File: config.mk
export PLATFORM = sky130hd
export DESIGN_NAME = morse_stream_decoder
export DESIGN_NICKNAME = d
export VERILOG_FILES = /design/src/rtl/morse_stream_decoder.sv
export SDC_FILE = /design/constraint.sdc
export NUM_CORES = 1
export LEC_CHECK = 0
export CORE_MARGIN = 4
export CORE_UTILIZATION = 40
export CTS_CLUSTER_SIZE = 12
export DETAILED_ROUTE_END_ITERATION = 10
export PLACE_DENSITY = 0.65
export SYNTH_ARGS = -nofsm -noshare
export SYNTH_HDL_FRONTEND = slang
export SYNTH_SLANG_ARGS = --single-unit
File: constraint.sdc
create_clock -name clk -period 2.8 [get_ports clk]
set_clock_uncertainty 0.2 [all_clocks]
set_input_delay 0.7 -clock clk [delete_from_list [all_inputs] [get_ports clk]]
set_output_delay 0.7 -clock clk [all_outputs]
set_load 0.01 [all_outputs]
File: src/rtl/morse_stream_decoder.sv
// Morse stream decoder: assembles dit/dash symbols into letters and queues the
// characters in a first-word fall-through FIFO. Define MORSE_DIGITS_EN to decode digits.
module morse_stream_decoder #(
  parameter int MAX_SYMS = 6,
  parameter int DEPTH    = 8
) (
  input  logic                     clk,
  input  logic                     rst,
  input  logic [2:0]               pulse_event,
  output logic [5:0]               out_char,
  output logic                     out_valid,
  input  logic                     out_ready,
  output logic [$clog2(DEPTH):0]   fifo_count,
  output logic                     overflow
);
  localparam int          AW       = $clog2(DEPTH);
  localparam logic [3:0]  MAX_CNT  = 4'(MAX_SYMS);
  localparam logic [AW:0] FULL_CNT = (AW+1)'(DEPTH);
  localparam logic [2:0]  EV_DIT   = 3'd1;
  localparam logic [2:0]  EV_DASH  = 3'd2;
  localparam logic [2:0]  EV_ILS   = 3'd3;
  localparam logic [2:0]  EV_IWS   = 3'd4;
  localparam logic [5:0]  CH_SPACE = 6'd0;
  localparam logic [5:0]  CH_UNK   = 6'd63;

  typedef enum logic {IDLE, SPACE_PEND} state_t;

  state_t                state, state_nxt;
  logic [MAX_SYMS-1:0]   pat;
  logic [3:0]            cnt;
  logic                  too_long;
  logic                  last_space;
  logic                  pat_hi;
  logic [5:0]            letter;
  logic                  wr_en, add_sym, clr_letter;
  logic [5:0]            wr_char;

  // Symbols shift in at bit 0, so the low cnt bits read first-symbol-first from the MSB.
  function automatic logic [5:0] lookup(input logic [3:0] n, input logic [4:0] p);
    logic [5:0] c;
    case ({n, p})
      {4'd1, 5'b00000}: c = 6'd5;   // E
      {4'd1, 5'b00001}: c = 6'd20;  // T
      {4'd2, 5'b00000}: c = 6'd9;
      {4'd2, 5'b00001}: c = 6'd1;
      {4'd2, 5'b00010}: c = 6'd14;
      {4'd2, 5'b00011}: c = 6'd13;
      {4'd3, 5'b00000}: c = 6'd19;
      {4'd3, 5'b00001}: c = 6'd21;
      {4'd3, 5'b00010}: c = 6'd18;
      {4'd3, 5'b00011}: c = 6'd23;
      {4'd3, 5'b00100}: c = 6'd4;
      {4'd3, 5'b00101}: c = 6'd11;
      {4'd3, 5'b00110}: c = 6'd7;
      {4'd3, 5'b00111}: c = 6'd15;
      {4'd4, 5'b00000}: c = 6'd8;
      {4'd4, 5'b00001}: c = 6'd22;
      {4'd4, 5'b00010}: c = 6'd6;
      {4'd4, 5'b00100}: c = 6'd12;
      {4'd4, 5'b00110}: c = 6'd16;
      {4'd4, 5'b00111}: c = 6'd10;
      {4'd4, 5'b01000}: c = 6'd2;
      {4'd4, 5'b01001}: c = 6'd24;
      {4'd4, 5'b01010}: c = 6'd3;
      {4'd4, 5'b01011}: c = 6'd25;
      {4'd4, 5'b01100}: c = 6'd26;
      {4'd4, 5'b01101}: c = 6'd17;
`ifdef MORSE_DIGITS_EN
      {4'd5, 5'b11111}: c = 6'd27;
      {4'd5, 5'b01111}: c = 6'd28;
      {4'd5, 5'b00111}: c = 6'd29;
      {4'd5, 5'b00011}: c = 6'd30;
      {4'd5, 5'b00001}: c = 6'd31;
      {4'd5, 5'b00000}: c = 6'd32;
      {4'd5, 5'b10000}: c = 6'd33;
      {4'd5, 5'b11000}: c = 6'd34;
      {4'd5, 5'b11100}: c = 6'd35;
      {4'd5, 5'b11110}: c = 6'd36;
`endif
      default:          c = CH_UNK;
    endcase
    return c;
  endfunction

  // No code is longer than five symbols, so any set bit above that is unmapped.
  if (MAX_SYMS > 5) begin : g_hi
    assign pat_hi = |pat[MAX_SYMS-1:5];
  end else begin : g_no_hi
    assign pat_hi = 1'b0;
  end

  assign letter = (too_long || pat_hi) ? CH_UNK : lookup(cnt, pat[4:0]);

  always_ff @(posedge clk or negedge rst) begin
    if (!rst) state <= IDLE;
    else      state <= state_nxt;
  end

  always_comb begin
    state_nxt = state;
    case (state)
      IDLE:       if (pulse_event == EV_IWS && cnt != 4'd0) state_nxt = SPACE_PEND;
      SPACE_PEND: state_nxt = IDLE;
      default:    state_nxt = IDLE;
    endcase
  end

  always_comb begin
    wr_en      = 1'b0;
    wr_char    = CH_SPACE;
    add_sym    = 1'b0;
    clr_letter = 1'b0;
    case (state)
      IDLE: begin
        case (pulse_event)
          EV_DIT, EV_DASH: add_sym = 1'b1;
          EV_ILS, EV_IWS: begin
            if (cnt != 4'd0) begin
              wr_en      = 1'b1;
              wr_char    = letter;
              clr_letter = 1'b1;
            end else if (pulse_event == EV_IWS && !last_space) begin
              wr_en = 1'b1;
            end
          end
          default: ;
        endcase
      end
      SPACE_PEND: wr_en = 1'b1;
      default: ;
    endcase
  end

  always_ff @(posedge clk or negedge rst) begin
    if (!rst) begin
      pat        <= '0;
      cnt        <= '0;
      too_long   <= 1'b0;
      last_space <= 1'b1;
    end else begin
      if (clr_letter) begin
        pat      <= '0;
        cnt      <= '0;
        too_long <= 1'b0;
      end else if (add_sym) begin
        if (cnt == MAX_CNT) too_long <= 1'b1;
        else begin
          pat <= {pat[MAX_SYMS-2:0], pulse_event == EV_DASH};
          cnt <= cnt + 4'd1;
        end
      end
      // Tracks the last write decision, whether or not the FIFO had room for it.
      if (wr_en) last_space <= (wr_char == CH_SPACE);
    end
  end

  logic [5:0]    mem [DEPTH];
  logic [AW-1:0] wr_ptr, rd_ptr;
  logic [AW:0]   count;
  logic          full, do_rd, do_wr;

  assign full       = (count == FULL_CNT);
  assign out_valid  = (count != '0);
  assign out_char   = out_valid ? mem[rd_ptr] : 6'd0;
  assign fifo_count = count;
  assign do_rd      = out_valid && out_ready;
  assign do_wr      = wr_en && (!full || do_rd);

  always_ff @(posedge clk) begin
    if (do_wr) mem[wr_ptr] <= wr_char;
  end

  always_ff @(posedge clk or negedge rst) begin
    if (!rst) begin
      wr_ptr   <= '0;
      rd_ptr   <= '0;
      count    <= '0;
      overflow <= 1'b0;
    end else begin
      if (do_wr) wr_ptr <= wr_ptr + AW'(1);
      if (do_rd) rd_ptr <= rd_ptr + AW'(1);
      case ({do_wr, do_rd})
        2'b10:   count <= count + (AW+1)'(1);
        2'b01:   count <= count - (AW+1)'(1);
        default: ;
      endcase
      if (wr_en && full && !do_rd) overflow <= 1'b1;
    end
  end

endmodule

=== Word level (Yosys, flattened, before mapping) ===
Memory sizes are Yosys's and may differ from the RTL's.
Cells that the tools add are included.

* Add/sub/neg operators: 5
* Equal/unequal tests: 35
* Mux-type cells: 29
* Bitwise operators: 1
* Reductions and logical operators: 21

{| class="wikitable"
|+ Operator list
! operator !! number
|-
| one-hot mux 6 bit (26 select lines) || 1
|-
| == test 9 x 7 -> 1 bit (second input constant) || 12
|-
| == test 9 x 8 -> 1 bit (second input constant) || 12
|-
| 2-to-1 mux 6 bit || 8
|-
| == test 9 x 6 -> 1 bit (second input constant) || 2
|-
| 2-to-1 mux 1 bit || 14
|-
| 2-to-1 mux 4 bit || 3
|-
| adder 4 x 1 -> 4 bit (second input constant) || 2
|-
| one-hot mux 4 bit (2 select lines) || 1
|-
| nonzero test 4 bit || 2
|-
| adder 3 x 1 -> 3 bit (second input constant) || 2
|-
| == test 3 x 2 -> 1 bit (second input constant) || 2
|-
| logical AND 1 bit || 6
|-
| logical NOT 6 bit || 1
|-
| nonzero test 2 bit || 3
|-
| == test 4 x 3 -> 1 bit (second input constant) || 1
|-
| == test 4 bit (second input constant) || 1
|-
| one-hot mux 1 bit (2 select lines) || 2
|-
| AND reduction 2 bit || 2
|-
| OR reduction 2 bit || 2
|-
| subtractor 4 x 1 -> 4 bit (second input constant) || 1
|-
| == test 3 x 1 -> 1 bit (second input constant) || 1
|-
| == test 3 bit (second input constant) || 1
|-
| logical NOT 1 bit || 3
|-
| other kinds (5) || 6
|}

* Bits in registers: 24
* Memory bits (writable): 48
* Bits of input ports: 6
* Output and inout bits: 12
* Word-level logic and storage cells: 101
* Memories kept: 1

{| class="wikitable"
|+ Memories
! name !! words !! bits a word !! read ports !! clocked after memory_dff !! wr ports !! line !! RTL
|-
| mem || 8 || 6 || 1 || 0 || 1 || 157 || <nowiki>logic [5:0] mem [DEPTH];</nowiki>
|}

=== Logic depth before layout (Yosys ltp) ===
Gate-level depths: netlist of the first run.

* Depth in word-level cells: 9
* Mapped depth: 12
* Gate-level depth less buffers: 11

=== Worst setup path before layout of the first run ===
OpenSTA, ideal clock, no wires.

* Path kind: reg2reg
* Start: reg cnt[1]
* End: reg count[3], in the netlist fifo_count[3]
* Setup time: 0.079 ns
* Arrival: 2.768 ns
* Required time: 2.521 ns
* Slack: -0.248 ns
* Stages on the path, launching flop included: 13
* Path buffers: 1
* Period minus slack after synthesis: 3.048 ns
* Cells stage by stage: dfrtp_1 > buf_2 > inv_1 > ha_1 > or3b_1 > a221oi_2 > nand3_1 > inv_1 > ha_1 > a21o_1 > a21oi_1 > mux2i_1 > xor2_1

* Longest elaborated chain between the ends: 7
* Elaborated cells between the ends (all ways): 9
* Those cells by class: eq/ne: 2; mux: 4; reduce/logical: 3

{| class="wikitable"
|+ RTL lines
! element !! line !! RTL
|-
| start, declared || 30 || <nowiki>logic [3:0] cnt;</nowiki>
|-
| start signal, assigned || 149 || <nowiki>cnt <= cnt + 4'd1;</nowiki>
|-
| nonzero test 4 bit * || 118 || <nowiki>if (cnt != 4'd0) begin</nowiki>
|-
| 2-to-1 mux 1 bit * || 118 ||
|-
| 2-to-1 mux 1 bit * || 115 || <nowiki>case (pulse_event)</nowiki>
|-
| one-hot mux 1 bit (2 select lines) * || 113 || <nowiki>case (state)</nowiki>
|-
| logical AND 1 bit * || 167 || <nowiki>assign do_wr = wr_en && (!full || do_rd);</nowiki>
|-
| == test 2 x 1 -> 1 bit or == test 2 bit (tied branches) || 182 || <nowiki>case ({do_wr, do_rd})</nowiki>
|-
| one-hot mux 4 bit (2 select lines) or nonzero test 2 bit (tied branches) || n/a ||
|-
| end signal, assigned || 183 || <nowiki>2'b10: count <= count + (AW+1)'(1);</nowiki>
|-
| end signal, assigned || 184 || <nowiki>2'b01: count <= count - (AW+1)'(1);</nowiki>
|-
| end, declared || 159 || <nowiki>logic [AW:0] count;</nowiki>
|}

Mark *: on every way between the ends. The rest lies on a longest branch, timed or not.
A chain may end at the register's enable or synchronous reset.

=== Worst setup path in the final report of the first run ===
Same ends and word-level chain as after synthesis.

==> impl_summary.txt, run 1 <==
----------------------------------------------------
[Placement]
  Gp weighted congestion ... 0.957
  Port bufs ... 17
  Area after detailed placement ... 4290 um^2
  Placed cells ... 432
  HPWL after detailed placement ... 5.39 mm

[Detailed routing]
  Initial DRC count ... 65
  DRT antenna net count ... 0
  DR DRC count ... 0
  Vias per Instance ... 5.43
  Final wirelength ... 7.77 mm
  Via total after detailed routing ... 2,454
  Initial DRT Pass Iterations ... 4
  Average wire length per cell after detail routing ... 17.2 um

[Outcome]
  Outcome ... finished, final reports clean

[CTS]
  Root Buffer ... sky130_fd_sc_hd__clkbuf_8
  Clock buffer count from CTS ... 9
  TritonCTS clock tree ... done
  Hold-fix buffers, CTS ... 0
  Depth of the CTS H-tree ... 3
  Clk_lat worst skew ... 340 ps
  CTS clock-pin slew for the worst setup and hold paths ... 80 ps
  Clock sinks ... 72
  Number of buffers on the longest clock path ... 2

[Final layout]
  Net total in the final layout ... 353
  Number of fill cells ... 757
  Highest-count cells in the layout ignoring fill and taps ... sky130_fd_sc_hd__edfxtp_1 (48), sky130_fd_sc_hd__buf_4 (44), sky130_fd_sc_hd__nor2_1 (23), sky130_fd_sc_hd__dfrtp_1 (20)
  Leading cell type in the layout, fill and taps excluded ... sky130_fd_sc_hd__edfxtp_1
  Multi-input logic area ... 1590 um^2
  Area added between synthesis and finish ... 21.7%
  Post-route cell area ... 4540 um^2
  Antenna diodes ... 0
  Share of post-route cells with drive strength above 1 ... 0.317
  Register area ... 2050 um^2
  Final Instance Count excl. Fillers ... 452

[STA]
  Final setup violation count ... 0
  Worst hold-check slack ... 286 ps
  Fin Setup TNS ... 0 ps
  Period Utilization, post-route ... 0.997
  Setup repair after global routing missed its margin ... yes
  Measured slew at the worst slew-check pin ... 652 ps
  Worst relative slew slack ... 0.564
  Max Freq ... 0.358 GHz
  Number of hold violations in the final report ... 0
  Tmin final ... 2790 ps
  Max-slew violation total from the final report ... 0

[Setup path]
  Required time of the worst setup path ... 2870 ps
  Crit-path max cell delay ... 450 ps
  CP dominant cell by count ... sky130_fd_sc_hd__ha_4
  Critical path start-end classification ... reg -> reg
  Critical path, cell by cell ... inv_8 -> ha_4 -> or3b_4 -> a221oi_4 -> nand3_2 -> inv_2 -> ha_4 -> a21o_1 -> a21oi_2 -> mux2i_1 -> xor2_1
  Largest driver fanout on the critical path ... 3
  Slowest library cell on the worst path ... sky130_fd_sc_hd__dfrtp_2
  Data arrival time of the critical path ... 2860 ps
  Startpoint kind of the worst setup timing path ... register
  Category of the worst setup path capture point ... register

[Die]
  Ports placed on the boundary ... 18
  Vert. Die Dim ... 105 um
  Full die area ... 10,900 um^2
  Number of standard-cell rows in the floorplan ... 34
  Die width ... 105 um
  Floorplan core area ... 8890 um^2
  Effective utilization at floorplan ... 0.420

[GRT]
  Maximum number of pins on one net before global-route repair ... 25
  Global-route wire length before repair ... 12.9 mm
  Initial antenna violation count ... 0
  GR Util All Layers ... 0.149
  GRT overflow ... 0
  Vias in the first global route ... 2,453

[Power and ir drop]
  Power per cell area ... 999 nW/um^2
  Worst vdd rail ir drop ... 567 uV
  Leak ... 1.73 nW
  Total Power Consumption ... 4.53 mW

[Synth]
  Area of the mapped netlist ... 3730 um^2
  Share of synthesized flip-flops with an asynchronous set or reset ... 0.333
  Number of distinct standard cells referenced by the synthesized netlist ... 64
  Sequential fraction of the synthesis area ... 0.548
  Nets in the synthesized netlist ... 294
  Yosys Warn Count ... 0
  Number of synthesized flops with an enable pin ... 48
  Post-Synthesis Cells ... 280
  Post-Syn Area per Cell ... 13.3 um^2
  Post-synth top flop ... sky130_fd_sc_hd__edfxtp_1
  Synth Register Bits ... 72

[Run]
  Max-Cap Viols ... 0

[Worst hold path]
  Class of the worst hold path ... reg -> reg

----------------------------------------------------
==> flip-flops by register name, indices dropped and copies added (netlist names) <==
signal and cells:
cnt 4, fifo_count 4, last_space 1, mem 48, overflow 1, pat 6
rd_ptr 3, state 1, too_long 1, wr_ptr 3
==> path summary, 6_finish.rpt <==
kind                       startpoint            end  slack (ps)  depth (start not counted)
hold reg to reg              overflow       overflow         290                          1
max in group asynchronous         rst     last_space        1590                          2
setup / recovery               cnt[1]  fifo_count[3]           8                         11
min in group asynchronous         rst         cnt[0]         510                          2
hold / removal               overflow       overflow         290                          1
setup reg to reg               cnt[1]  fifo_count[3]           8                         11
==> layout make-up <==
cell class | count | area share
Sequential cell | 72 | 0.451
Clock inverter | 6 | 0.0149
Inverter | 9 | 0.0102
Clock buffer | 10 | 0.0281
Timing Repair Buffer | 64 | 0.116
Tap cell | 108 | 0.0298
Multi-Input combinational cell | 183 | 0.350
==> layer usage <==
| layer | up-vias | part of all wire | global-route usage |
|---|---|---|---|
| li1 | 1188 | - | - |
| met1 | 1217 | 0.45 | 0.195 |
| met2 | 41 | 0.51 | 0.250 |
| met3 | 8 | 0.030 | 0.0321 |
| met4 | 0 | 0.0099 | 0.0465 |
| met5 | - | 0 | 0 |
==> power by group <==
group | switching [mW] | internal, mW
Sequential | 0.214 | 1.43
Clock | 0.396 | 0.415
Combinational | 1.01 | 1.07
Total | 1.62 | 2.91
==> cells by family after synthesis <==
logic type | share of synthesized area
AOI/OAI and AO/OA | 0.0996
buffers and inverters | 0.0389
and+or+nand+nor | 0.146
adders and majority gates | 0.0288
xor gates and xnor gates | 0.0329
DFF | 0.548
muxes | 0.106
==> cells in the mapped netlist, drive strengths merged, types with 8 or more instances <==
cell type | instances | area, um^2
buf | 13 | 100
mux2i | 8 | 80.1
xnor2 | 9 | 78.8
inv | 9 | 33.8
nor3 | 10 | 50.1
nor2 | 23 | 86.3
mux4 | 12 | 270
nand2 | 12 | 45.0
dfrtp | 23 | 576
o21ai | 8 | 40.0
a22o | 8 | 70.1
edfxtp | 48 | 1440
==> metrics by stage <==
stage / utilization / worst slack (ps)
4_1_cts: 0.509 / 0.355
5_1_grt: 0.511 / -150
3_5_place_dp: 0.483 / -377
6_report: 0.511 / 7.99
3_3_place_gp: 0.483 / -282
2_1_floorplan: - / -24.9
==> critical path, delay by kind of cell (launching register included) <==
| kind | cells | cell delay [ps] |
|---|---|---|
| adder cells (fa/ha/maj) | 2 | 310 |
| AO/OA/AOI/OAI | 3 | 660 |
| multiplexers | 1 | 260 |
| AND/OR/NAND/NOR | 2 | 510 |
| flip-flops | 1 | 450 |
| XOR/XNOR | 1 | 160 |
| buffers and inverters | 2 | 160 |
==> timing repair <==
action,in CTS,in global routing
pin swaps,3,5
gates resized for setup,26,9
setup endpoints to repair,7,6
gates cloned,1,0
buffers inserted,2,1
hold endpoints to repair,0,0
Note: power is estimated with default switching activity, not from simulation.
==> run 2: changes to the inputs <==
Settings changed: GPL_ROUTABILITY_DRIVEN set to 0.
==> run 2 against run 1 <==
  * The flow now finishes with violations (negative setup slack)
  * Via count increased by 0.73%
  * Total power increased by 1.0%
  * Global-route usage decreased by 0.35 points
  * Core utilization increased by 0.49 points
  * Routed wire length decreased by 2.1%
  * Sequential share of layout area decreased by 0.46 points
  * Sequential power about the same
  * Clock power decreased by 0.5%
  * First-iteration DRC count increased by 37%
  * Hold slack got worse by 5.2 ps
  * Critical endpoint is now out_valid
==> impl_summary.txt, run 2 (synthesis gave the netlist of run 1 again) <==
----------------------------------------------------
[Outcome]
  Outcome ... complete, but fails checks
  Violations in the final reports ... negative setup slack

[Power and ir drop]
  Power per cell area ... 999 nW/um^2 (about the same)
  Worst vdd rail ir drop ... 486 uV (-14%)
  Leak ... 1.75 nW (+1.1%)

[Setup path]
  Required time of the worst setup path ... 1900 ps (-970 ps)
  Data arrival time of the critical path ... 1910 ps (-950 ps)
  Critical path start-end classification ... reg -> out
  R2r setup slk ... 20 ps (about the same)
  Reg-to-Reg End ... fifo_count[3]
  Reg-to-reg critical path startpoint ... cnt[1]
  Category of the worst setup path capture point ... output pin
  Largest driver fanout on the critical path ... 7 (+4)
  Startpoint kind of the worst setup timing path ... register
  Timing startpoint of the critical path ... fifo_count[1]
  Depth of the most critical reg-to-reg path ... 11 (unchanged)

[GRT]
  GRT overflow ... 0 (unchanged)
  Vias in the first global route ... 2,448 (-0.20%)
  Maximum number of pins on one net before global-route repair ... 25 (unchanged)
  Global-route wire length before repair ... 12.6 mm (-2.4%)
  Initial antenna violation count ... 0 (unchanged)
  GR Util All Layers ... 0.146 (-0.00354)

[Detailed routing]
  Initial DRT Pass Iterations ... 4 (unchanged)
  DR DRC count ... 0 (unchanged)
  Final wirelength ... 7.60 mm (-2.1%)
  Via total after detailed routing ... 2,472 (+0.73%)
  Initial DRC count ... 89 (+37%)
  DRT antenna net count ... 0 (unchanged)
  Average wire length per cell after detail routing ... 16.7 um (-3.0%)
  Vias per Instance ... 5.42 (-0.15%)

[Placement]
  Area after detailed placement ... 4300 um^2 (+0.12%)
  Placed cells ... 431 (-0.23%)
  Port bufs ... 17 (unchanged)
  HPWL after detailed placement ... 5.25 mm (-2.5%)
  Worst slack at placement ... -425 ps (-48.3 ps)

[Final layout]
  Highest-count cells in the layout ignoring fill and taps ... sky130_fd_sc_hd__edfxtp_1 (48), sky130_fd_sc_hd__buf_4 (48), sky130_fd_sc_hd__nor2_1 (23), sky130_fd_sc_hd__dfrtp_1 (21)
  Number of fill cells ... 766 (+1.2%)
  Net total in the final layout ... 357 (+1.1%)
  Share of post-route cells with drive strength above 1 ... 0.330 (+0.0136)
  Post-route cell area ... 4580 um^2 (+0.96%)
  Area added between synthesis and finish ... 22.9%
  Antenna diodes ... 0 (unchanged)
  Largest regs ... mem (48), pat (6)
  Number of flip-flops in the largest register ... 48 (unchanged)
  Largest register by flop count ... mem
  Multi-input logic area ... 1600 um^2 (+0.39%)
  Final core utilization ... 0.515 (+0.00493)
  Final Instance Count excl. Fillers ... 456 (+0.88%)
  Register area ... 2050 um^2 (about the same)

[CTS]
  Number of buffers on the longest clock path ... 2 (unchanged)
  Depth of the CTS H-tree ... 3 (unchanged)
  CTS clock-pin slew for the worst setup and hold paths ... 80 ps (about the same)
  Root Buffer ... sky130_fd_sc_hd__clkbuf_8
  Hold-fix buffers, CTS ... 0 (unchanged)
  Clk_lat worst skew ... 340 ps (about the same)
  Clock buffer count from CTS ... 9 (unchanged)
  TritonCTS clock tree ... done
  Clock sinks ... 72 (unchanged)

[Worst hold path]
  Class of the worst hold path ... reg -> reg
  Worst Min Path Start ... overflow
  Min-Delay Endpoint ... overflow
  Worst Hold Depth ... 1 (unchanged)

[STA]
  Setup repair after global routing missed its margin ... yes
  Worst relative slew slack ... 0.544 (-0.0195)
  Max-slew violation total from the final report ... 0 (unchanged)
  Tmin final ... 2810 ps (+18.8 ps)
  Period Utilization, post-route ... 1.00 (+0.00672)
  Worst Setup Slack, final ... -10.8 ps (-18.8 ps)
  Final setup violation count ... 1 (+1)
  Number of hold violations in the final report ... 0 (unchanged)
  Measured slew at the worst slew-check pin ... 681 ps (+29.2 ps)
  Max Freq ... 0.356 GHz (-0.67%)

[Die]
  Die width ... 105 um (unchanged)
  Number of standard-cell rows in the floorplan ... 34 (unchanged)
  Ports placed on the boundary ... 18 (unchanged)
  Floorplan core area ... 8890 um^2 (unchanged)
  Full die area ... 10,900 um^2 (unchanged)
  Vert. Die Dim ... 105 um (unchanged)
  Effective utilization at floorplan ... 0.420 (unchanged)

[Run]
  Max-Cap Viols ... 0 (unchanged)

----------------------------------------------------
## run 2: cell count changes in the layout (fill, tap and decap cells not counted), sizes merged
cell,delta
clkbuf,+2
buf,+1
clkinvlp,+1
## run 2: worst max-delay path by stage
stage | end | slack (ps) | depth (start not counted)
after floorplan | fifo_count[3] | -20 | 12
after global placement | fifo_count[3] | -280 | 10
after detailed placement | fifo_count[3] | -420 | 10
after CTS | fifo_count[3] | -30 | 11
after global routing | fifo_count[3] | -140 | 11
final | out_valid | -10 | 4
## run 2: timing repair
action                     CTS  global route
setup endpoints to repair    7             9
pin swaps                    7             6
gates resized for setup     20            12
setup buffers                7             1
gates cloned                 1             0
## run 2: layer usage
metal	GRT usage	wire length [um]
met2	0.246	3770
met1	0.190	3370
met3	0.0333	389
met4	0.0408	71
met5	0	0
## run 2: cell type report
| type | instances | share of cell area |
|---|---|---|
| sequential | 72 | 0.446 |
| clock inverter | 7 | 0.0156 |
| multi-input combinational | 183 | 0.348 |
| tap | 108 | 0.0295 |
| inverter | 9 | 0.0101 |
| timing repair buffer | 68 | 0.123 |
| clock buffer | 9 | 0.0270 |
## run 2: worst max-delay path, cell delays in order (launching register included)
cell and delay (ps):
sky130_fd_sc_hd__dfrtp_1 480, sky130_fd_sc_hd__nor4_4 300, sky130_fd_sc_hd__buf_4 190, sky130_fd_sc_hd__inv_1 110, sky130_fd_sc_hd__clkdlybuf4s50_1 500
## run 2: where the power goes
part           switching (mW)  internal, mW  total [mW]
Combinational            1.02          1.11        2.13
Sequential              0.215          1.43        1.64
Clock                   0.395         0.411       0.806
Total                    1.63          2.95        4.58
## run 2: through the flow
step	hold WS, ps	TNS, ps	total power, mW
finish	280	-10.8	4.58
global route	314	-328	4.91
CTS	291	-31.7	4.62
detailed placement	270	-18470	3.72
global placement	263	-16610	3.67
floorplan	204	-24.9	2.97
